File: config.mk
export PLATFORM = sky130hd
export DESIGN_NAME = pdm2pcm_capture_sequencer_flat
export DESIGN_NICKNAME = d
export VERILOG_FILES = /design/src/rtl/pdm2pcm_capture_sequencer_if.sv /design/src/rtl/pdm2pcm_capture_sequencer.sv /design/src/flat_wrapper.sv
export SDC_FILE = /design/constraint.sdc
export NUM_CORES = 1
export LEC_CHECK = 0
export CAP_MARGIN = 20
export CORE_MARGIN = 1.5
export CORE_UTILIZATION = 46
export DETAILED_ROUTE_END_ITERATION = 16
export GPL_TIMING_DRIVEN = 0
export PLACE_DENSITY = 0.89
export SETUP_SLACK_MARGIN = 0.3
export SLEW_MARGIN = 20
export SYNTH_ARGS = -nofsm -noshare
export SYNTH_HDL_FRONTEND = slang
export SYNTH_SLANG_ARGS = --single-unit
File: constraint.sdc
create_clock -name clk_i -period 3 [get_ports clk_i]
set_input_delay 0.75 -clock clk_i [delete_from_list [all_inputs] [get_ports clk_i]]
set_output_delay 0.75 -clock clk_i [all_outputs]
set_load 0.03 [all_outputs]
File: src/rtl/pdm2pcm_capture_sequencer_if.sv
// Register-bus and sample-stream bundle between the capture sequencer (master)
// and the pdm2pcm block plus the downstream sample sink (slave side).
interface pdm2pcm_capture_sequencer_if;
  logic        interrupt_i;
  logic        write_o;
  logic [2:0]  write_address_o;
  logic [31:0] write_data_o;
  logic [3:0]  write_strobe_o;
  logic        write_done_i;
  logic        write_error_i;
  logic        read_o;
  logic [2:0]  read_address_o;
  logic [31:0] read_data_i;
  logic        read_done_i;
  logic        read_error_i;
  logic [15:0] sample_o;
  logic        sample_channel_o;
  logic        sample_valid_o;
  logic        sample_ready_i;

  modport master (
    input  interrupt_i, write_done_i, write_error_i, read_data_i, read_done_i,
           read_error_i, sample_ready_i,
    output write_o, write_address_o, write_data_o, write_strobe_o, read_o,
           read_address_o, sample_o, sample_channel_o, sample_valid_o
  );

  modport slave (
    output interrupt_i, write_done_i, write_error_i, read_data_i, read_done_i,
           read_error_i, sample_ready_i,
    input  write_o, write_address_o, write_data_o, write_strobe_o, read_o,
           read_address_o, sample_o, sample_channel_o, sample_valid_o
  );
endinterface

File: src/rtl/pdm2pcm_capture_sequencer.sv
// Runs one PDM capture over the pdm2pcm register bus: program gain and control,
// drain PCM samples onto a valid/ready stream on interrupt, then disable.
module pdm2pcm_capture_sequencer #(
  parameter int          LEN_WIDTH   = 16,
  parameter logic [2:0]  CTRL_ADDR   = 3'd0,
  parameter logic [2:0]  GAIN_ADDR   = 3'd1,
  parameter logic [2:0]  BUFFER_ADDR = 3'd3,
  parameter int          ENABLE_BIT  = 31
) (
  input  logic                 clk_i,
  input  logic                 rst_n_i,
  input  logic                 start_i,
  input  logic                 abort_i,
  input  logic [31:0]          cfg_control_i,
  input  logic [15:0]          cfg_gain_i,
  input  logic [LEN_WIDTH-1:0] capture_length_i,
  output logic                 busy_o,
  output logic                 done_o,
  output logic                 error_o,
  output logic [LEN_WIDTH-1:0] sample_count_o,
  pdm2pcm_capture_sequencer_if.master bus
);

  typedef enum logic [3:0] {
    IDLE, WR_GAIN, WR_CTRL, WAIT_IRQ, RD_REQ, RD_WAIT, PUSH, WR_DIS, ERROR
  } state_t;

  localparam logic [31:0] EN_MASK = 32'd1 << ENABLE_BIT;

  state_t                 state_q, state_d;
  logic                   wr_sent_q, wr_sent_d;
  logic                   abort_q, abort_d;
  logic [31:0]            ctrl_q;
  logic [15:0]            gain_q;
  logic [LEN_WIDTH-1:0]   len_q, count_q, count_inc;
  logic                   error_q, done_q;
  logic [15:0]            sample_q;
  logic                   chan_q;
  logic [3:0]             strobe_q;
  logic                   load, err_set, bump, capture, done_len0, done_wr;
  logic                   is_wr, wr_req, wr_done, abort_any;
  logic                   unused_rd_bits;

  assign is_wr     = (state_q == WR_GAIN) || (state_q == WR_CTRL) || (state_q == WR_DIS);
  assign wr_req    = is_wr && !wr_sent_q;
  assign wr_done   = is_wr && bus.write_done_i;
  assign abort_any = abort_q || abort_i;
  assign count_inc = count_q + LEN_WIDTH'(1);
  // Only the PCM sample and channel bits of a buffer word carry meaning here.
  assign unused_rd_bits = ^bus.read_data_i[31:17];

  always_comb begin
    state_d   = state_q;
    abort_d   = abort_q;
    load      = 1'b0;
    err_set   = 1'b0;
    bump      = 1'b0;
    capture   = 1'b0;
    done_len0 = 1'b0;
    done_wr   = 1'b0;
    case (state_q)
      IDLE: begin
        if (start_i) begin
          load    = 1'b1;
          abort_d = 1'b0;
          if (capture_length_i == '0) done_len0 = 1'b1;
          else                        state_d   = WR_GAIN;
        end
      end
      WR_GAIN, WR_CTRL: begin
        abort_d = abort_any;
        if (wr_done) begin
          if (bus.write_error_i) begin
            err_set = 1'b1;
            state_d = WR_DIS;
          end else if (abort_any) state_d = WR_DIS;
          else state_d = (state_q == WR_GAIN) ? WR_CTRL : WAIT_IRQ;
        end
      end
      WAIT_IRQ: begin
        if (abort_any) begin
          abort_d = 1'b1;
          state_d = WR_DIS;
        end else if (bus.interrupt_i) state_d = RD_REQ;
      end
      RD_REQ: begin
        abort_d = abort_any;
        state_d = RD_WAIT;
      end
      RD_WAIT: begin
        abort_d = abort_any;
        // An empty buffer sends us back to wait; a pending abort is honoured there.
        if (bus.read_done_i) begin
          if (bus.read_error_i) state_d = WAIT_IRQ;
          else if (abort_any)   state_d = WR_DIS;
          else begin
            capture = 1'b1;
            state_d = PUSH;
          end
        end
      end
      PUSH: begin
        if (abort_i) begin
          abort_d = 1'b1;
          state_d = WR_DIS;
        end else if (bus.sample_ready_i) begin
          bump    = 1'b1;
          state_d = (count_inc == len_q) ? WR_DIS : WAIT_IRQ;
        end
      end
      WR_DIS: begin
        abort_d = abort_any;
        if (wr_done) begin
          if (bus.write_error_i) begin
            err_set = 1'b1;
            state_d = ERROR;
          end else begin
            done_wr = !(abort_any || error_q);
            state_d = IDLE;
          end
        end
      end
      ERROR:   state_d = IDLE;
      default: state_d = IDLE;
    endcase
    // The request flag re-arms on every state change so each write state pulses once.
    wr_sent_d = (state_d != state_q) ? 1'b0 : (wr_sent_q || wr_req);
  end

  always_ff @(posedge clk_i or negedge rst_n_i) begin
    if (!rst_n_i) begin
      state_q   <= IDLE;
      wr_sent_q <= 1'b0;
      abort_q   <= 1'b0;
      ctrl_q    <= '0;
      gain_q    <= '0;
      len_q     <= '0;
      count_q   <= '0;
      error_q   <= 1'b0;
      done_q    <= 1'b0;
      sample_q  <= '0;
      chan_q    <= 1'b0;
      strobe_q  <= 4'h0;
    end else begin
      state_q   <= state_d;
      wr_sent_q <= wr_sent_d;
      abort_q   <= abort_d;
      done_q    <= done_len0;
      strobe_q  <= 4'hF;
      if (load) begin
        ctrl_q  <= cfg_control_i;
        gain_q  <= cfg_gain_i;
        len_q   <= capture_length_i;
        count_q <= '0;
        error_q <= 1'b0;
      end else begin
        if (bump)    count_q <= count_inc;
        if (err_set) error_q <= 1'b1;
      end
      if (capture) begin
        sample_q <= bus.read_data_i[15:0];
        chan_q   <= bus.read_data_i[16];
      end
    end
  end

  always_comb begin
    bus.write_address_o = 3'd0;
    bus.write_data_o    = 32'd0;
    case (state_q)
      WR_GAIN: begin
        bus.write_address_o = GAIN_ADDR;
        bus.write_data_o    = {16'd0, gain_q};
      end
      WR_CTRL: begin
        bus.write_address_o = CTRL_ADDR;
        bus.write_data_o    = ctrl_q | EN_MASK;
      end
      WR_DIS: begin
        bus.write_address_o = CTRL_ADDR;
        bus.write_data_o    = ctrl_q & ~EN_MASK;
      end
      default: ;
    endcase
  end

  assign bus.write_o          = wr_req;
  assign bus.write_strobe_o   = strobe_q;
  assign bus.read_o           = (state_q == RD_REQ);
  assign bus.read_address_o   = bus.read_o ? BUFFER_ADDR : 3'd0;
  assign bus.sample_o         = sample_q;
  assign bus.sample_channel_o = chan_q;
  assign bus.sample_valid_o   = (state_q == PUSH);
  assign busy_o               = (state_q != IDLE);
  assign done_o               = done_q || done_wr;
  assign error_o              = error_q;
  assign sample_count_o       = count_q;

endmodule

File: src/flat_wrapper.sv
// flat-port wrapper written by rule: the top's interface ports become plain ports
module pdm2pcm_capture_sequencer_flat 
#(
  parameter int          LEN_WIDTH   = 16,
  parameter logic [2:0]  CTRL_ADDR   = 3'd0,
  parameter logic [2:0]  GAIN_ADDR   = 3'd1,
  parameter logic [2:0]  BUFFER_ADDR = 3'd3,
  parameter int          ENABLE_BIT  = 31
)
  (clk_i, rst_n_i, start_i, abort_i, cfg_control_i, cfg_gain_i, capture_length_i, busy_o, done_o, error_o, sample_count_o, bus_interrupt_i, bus_write_done_i, bus_write_error_i, bus_read_data_i, bus_read_done_i, bus_read_error_i, bus_sample_ready_i, bus_write_o, bus_write_address_o, bus_write_data_o, bus_write_strobe_o, bus_read_o, bus_read_address_o, bus_sample_o, bus_sample_channel_o, bus_sample_valid_o);
  pdm2pcm_capture_sequencer_if bus_i ();
  input  logic clk_i;
  input  logic rst_n_i;
  input  logic start_i;
  input  logic abort_i;
  input  logic [31:0] cfg_control_i;
  input  logic [15:0] cfg_gain_i;
  input  logic [LEN_WIDTH-1:0] capture_length_i;
  output logic busy_o;
  output logic done_o;
  output logic error_o;
  output logic [LEN_WIDTH-1:0] sample_count_o;
  input wire logic [$bits(bus_i.interrupt_i)-1:0] bus_interrupt_i;
  input wire logic [$bits(bus_i.write_done_i)-1:0] bus_write_done_i;
  input wire logic [$bits(bus_i.write_error_i)-1:0] bus_write_error_i;
  input wire logic [$bits(bus_i.read_data_i)-1:0] bus_read_data_i;
  input wire logic [$bits(bus_i.read_done_i)-1:0] bus_read_done_i;
  input wire logic [$bits(bus_i.read_error_i)-1:0] bus_read_error_i;
  input wire logic [$bits(bus_i.sample_ready_i)-1:0] bus_sample_ready_i;
  output wire logic [$bits(bus_i.write_o)-1:0] bus_write_o;
  output wire logic [$bits(bus_i.write_address_o)-1:0] bus_write_address_o;
  output wire logic [$bits(bus_i.write_data_o)-1:0] bus_write_data_o;
  output wire logic [$bits(bus_i.write_strobe_o)-1:0] bus_write_strobe_o;
  output wire logic [$bits(bus_i.read_o)-1:0] bus_read_o;
  output wire logic [$bits(bus_i.read_address_o)-1:0] bus_read_address_o;
  output wire logic [$bits(bus_i.sample_o)-1:0] bus_sample_o;
  output wire logic [$bits(bus_i.sample_channel_o)-1:0] bus_sample_channel_o;
  output wire logic [$bits(bus_i.sample_valid_o)-1:0] bus_sample_valid_o;
  assign bus_i.interrupt_i = bus_interrupt_i;
  assign bus_i.write_done_i = bus_write_done_i;
  assign bus_i.write_error_i = bus_write_error_i;
  assign bus_i.read_data_i = bus_read_data_i;
  assign bus_i.read_done_i = bus_read_done_i;
  assign bus_i.read_error_i = bus_read_error_i;
  assign bus_i.sample_ready_i = bus_sample_ready_i;
  assign bus_write_o = bus_i.write_o;
  assign bus_write_address_o = bus_i.write_address_o;
  assign bus_write_data_o = bus_i.write_data_o;
  assign bus_write_strobe_o = bus_i.write_strobe_o;
  assign bus_read_o = bus_i.read_o;
  assign bus_read_address_o = bus_i.read_address_o;
  assign bus_sample_o = bus_i.sample_o;
  assign bus_sample_channel_o = bus_i.sample_channel_o;
  assign bus_sample_valid_o = bus_i.sample_valid_o;
  pdm2pcm_capture_sequencer #(.LEN_WIDTH(LEN_WIDTH), .CTRL_ADDR(CTRL_ADDR), .GAIN_ADDR(GAIN_ADDR), .BUFFER_ADDR(BUFFER_ADDR), .ENABLE_BIT(ENABLE_BIT)) u_core (.clk_i(clk_i), .rst_n_i(rst_n_i), .start_i(start_i), .abort_i(abort_i), .cfg_control_i(cfg_control_i), .cfg_gain_i(cfg_gain_i), .capture_length_i(capture_length_i), .busy_o(busy_o), .done_o(done_o), .error_o(error_o), .sample_count_o(sample_count_o), .bus(bus_i));
endmodule
==> results.sh <==
export IMPL_status="complete, no violations"
export IMPL_crit_buf_inv=2
export IMPL_tns_ps=0
export IMPL_tightest_slew_ps=691
export IMPL_dr_wl_met3_um=1030
export IMPL_antenna_cells=0
export IMPL_period_minus_slack_ps=2780
export IMPL_port_buffers=166
export IMPL_wirelength_um=14400
export IMPL_yosys_area_share_simple=0.132
export IMPL_grt_max_degree=77
export IMPL_leakagePower_nw=3.34
export IMPL_cts_root_buf="clkbuf_16"
export IMPL_grt_pass1_wl_um=23000
export IMPL_crit_path_end_kind="output pin"
export IMPL_first_pass_iters=4
export IMPL_floorplan_rows=39
export IMPL_fin_crit_sh=0.925
export IMPL_r2r_cells=7
export IMPL_max_freq_mhz=360
export IMPL_die_area_um2=12200
export IMPL_p_per_area_nw_per_um2=934
export IMPL_top_level_ports=187
export IMPL_synth_adder_area_share=0.00236
export IMPL_routed_via_count=4434
export IMPL_syn_area_um2=5310
export IMPL_worst_setup_path_type="register to output pin"
export IMPL_ys_flop_type="dfrtp_1"
export IMPL_setup_slack_ps=224
export IMPL_ir_drop_mv=0.624
export IMPL_core_um2=11300
export IMPL_nNetsFinal=770
export IMPL_start_util=0.469
export IMPL_hpwl_um=10400
export IMPL_worstPathMaxFanout=5
export IMPL_grt_pass1_vias=4653
export IMPL_critical_path_arrival_ps=2030
export IMPL_rsz0062_at_grt="true"
export IMPL_setup_viol=0
export IMPL_synth_seq_cells=105
export IMPL_ctsHoldBuffers=0
export IMPL_fin_skew_ps=5.27
export IMPL_htree_levels=3
export IMPL_die_y_um=110
export IMPL_cts_reportedPaths_clkPinSlew_ps=70
export IMPL_gp_congestion=0.926
export IMPL_final_cell_mix="clkdlybuf4s50_1, dfrtp_1, mux2_2"
export IMPL_met1Wirelength_um=5840
export IMPL_clk_latency_ps=340
export IMPL_cts_buffers=9
export IMPL_avgRoutedWirePerCell_um=17.8
export IMPL_drc=0
export IMPL_routed_top_layer="met4"
export IMPL_dp_slack_ps=-785
export IMPL_synthCells=477
export IMPL_final_cells=811
export IMPL_area_delta_synth_final_pct=42.5
export IMPL_layout_drive_gt1_share=0.284
export IMPL_slew_headroom=0.537
export IMPL_crit_path_start_kind="register"
export IMPL_vias_per_cell=5.47
export IMPL_yosysWarnings=0
export IMPL_yosysSeqAreaShare=0.495
export IMPL_crit_chain="inv_2, or3_4, a211oi_4, nand2_2, o41ai_2, buf_4"
export IMPL_min_path_type="input port to asynchronous set/reset pin"
export IMPL_slowest_delay_ps=420
export IMPL_cp_slowest_cell="dfrtp_2"
export IMPL_cts_sinks=105
export IMPL_asyncSetResetFlopFracSynth=1.00
export IMPL_grt_ovfl_total=0
export IMPL_muxShareOfSynthArea=0.174
export IMPL_synth_edff_count=0
export IMPL_required_ps=2250
export IMPL_clock_path_buffers=2
export IMPL_syn_area_per_cell_um2=11.1
export IMPL_crit_cells=6
export IMPL_synth_cell_type_count=52
export IMPL_cts_tree="yes"
export IMPL_grt_usage=0.234
export IMPL_cap_violations=0
export IMPL_ant_nets=0
export IMPL_timing_hold_ws_ps=274
export IMPL_antenna_found_initial=0
export IMPL_wl_met2_um=7200
export IMPL_synth_compound_area_frac=0.114
export IMPL_cp_top_family="compound AO/OA/AOI/OAI gates"
export IMPL_final_common_cell="clkdlybuf4s50_1"
export IMPL_synth_top_family_by_area="multiplexers"
export IMPL_synth_xor_area_share=0.0396
export IMPL_dieWidth_um=110
export IMPL_drtIter0Drc=175
export IMPL_finalHoldViolations=0
export IMPL_drv_slew=0
export IMPL_numPlacedInstances=789
==> cell families after synthesis <==
group / after synthesis
other: 2
muxes: 82
DFF: 105
xor gates and xnor gates: 24
and+or+nand+nor: 128
adders and majority gates: 1
buffers and inverters: 46
AOI/OAI and AO/OA: 89
==> report_power, final <==
part	leakage [nW]	total, mW	internal (mW)	switching (mW)
sequential	1.33	2.31	1.93	0.373
combinational	1.87	3.53	1.61	1.92
clock	0.141	1.22	0.672	0.547
total	3.34	7.06	4.22	2.84
==> metrics by stage <==
step | instance area [um2] | utilization | total power [mW]
detailed placement | 7200 | 0.636 | 5.77
CTS | 7510 | 0.664 | 6.97
global route | 7560 | 0.668 | 7.41
finish | 7560 | 0.668 | 7.06
floorplan | 5330 | - | 4.44
global placement | 7170 | 0.633 | 5.64
==> final cells by class <==
cell class | instances | area (um2)
tap | 143 | 179
clock inverter | 6 | 66.3
fill | 881 | 3760
buffer | 36 | 254
inverter | 10 | 37.5
clock buffer | 10 | 239
multi-input combinational | 328 | 2550
timing repair buffer | 173 | 1600
sequential | 105 | 2630
==> cells in the mapped netlist (5+ instances only) <==
| master | count | share of area |
|---|---|---|
| a21oi_1 | 10 | 0.0094 |
| a22o_1 | 17 | 0.028 |
| and2_1 | 18 | 0.021 |
| buf_2 | 10 | 0.0094 |
| buf_4 | 10 | 0.014 |
| clkbuf_1 | 14 | 0.0099 |
| dfrtp_1 | 105 | 0.50 |
| inv_1 | 10 | 0.0071 |
| mux2_2 | 80 | 0.17 |
| nand2_1 | 27 | 0.019 |
| nand3_1 | 6 | 0.0057 |
| nand4_1 | 5 | 0.0059 |
| nor2_1 | 29 | 0.021 |
| nor3_1 | 13 | 0.012 |
| nor4_1 | 6 | 0.0071 |
| o21ai_0 | 28 | 0.026 |
| o31ai_1 | 8 | 0.011 |
| xnor2_1 | 17 | 0.028 |
| xor2_1 | 7 | 0.012 |
==> layer usage <==
| layer | vias up | GRT usage |
|---|---|---|
| li1 | 2071 | - |
| met3 | 32 | 0.0615 |
| met5 | - | 0 |
| met4 | 0 | 0.0880 |
| met2 | 188 | 0.404 |
| met1 | 2143 | 0.280 |
==> state kept, by name (all words and copies together) (netlist names) <==
name,count
u_core.ctrl_q,31
u_core.bus.sample_o,16
u_core.gain_q,16
u_core.len_q,16
u_core.sample_count_o,16
u_core.state_q,4
u_core.abort_q,1
u_core.bus.sample_channel_o,1
u_core.bus.write_strobe_o,1
u_core.done_q,1
u_core.error_o,1
u_core.wr_sent_q,1
==> final timing paths <==
| path | from | endpoint | slack, ps |
|---|---|---|---|
| max in group asynchronous | rst_n_i | u_core.state_q[1] | 2050 |
| min in group clk_i | u_core.ctrl_q[28] | u_core.ctrl_q[28] | 500 |
| min | rst_n_i | u_core.ctrl_q[28] | 270 |
| max reg2reg | u_core.sample_count_o[0] | u_core.state_q[2] | 510 |
| min reg2reg | u_core.ctrl_q[28] | u_core.ctrl_q[28] | 500 |
| max | u_core.state_q[0] | done_o | 220 |
==> timing repair <==
action / 4_1_cts / 5_1_grt
hold endpoints to repair: 0 / 0
buffers inserted: 6 / 0
pin swaps: 2 / 4
setup endpoints to repair: 38 / 39
gates resized for setup: 202 / 42
(Power assumes the default switching activity.)
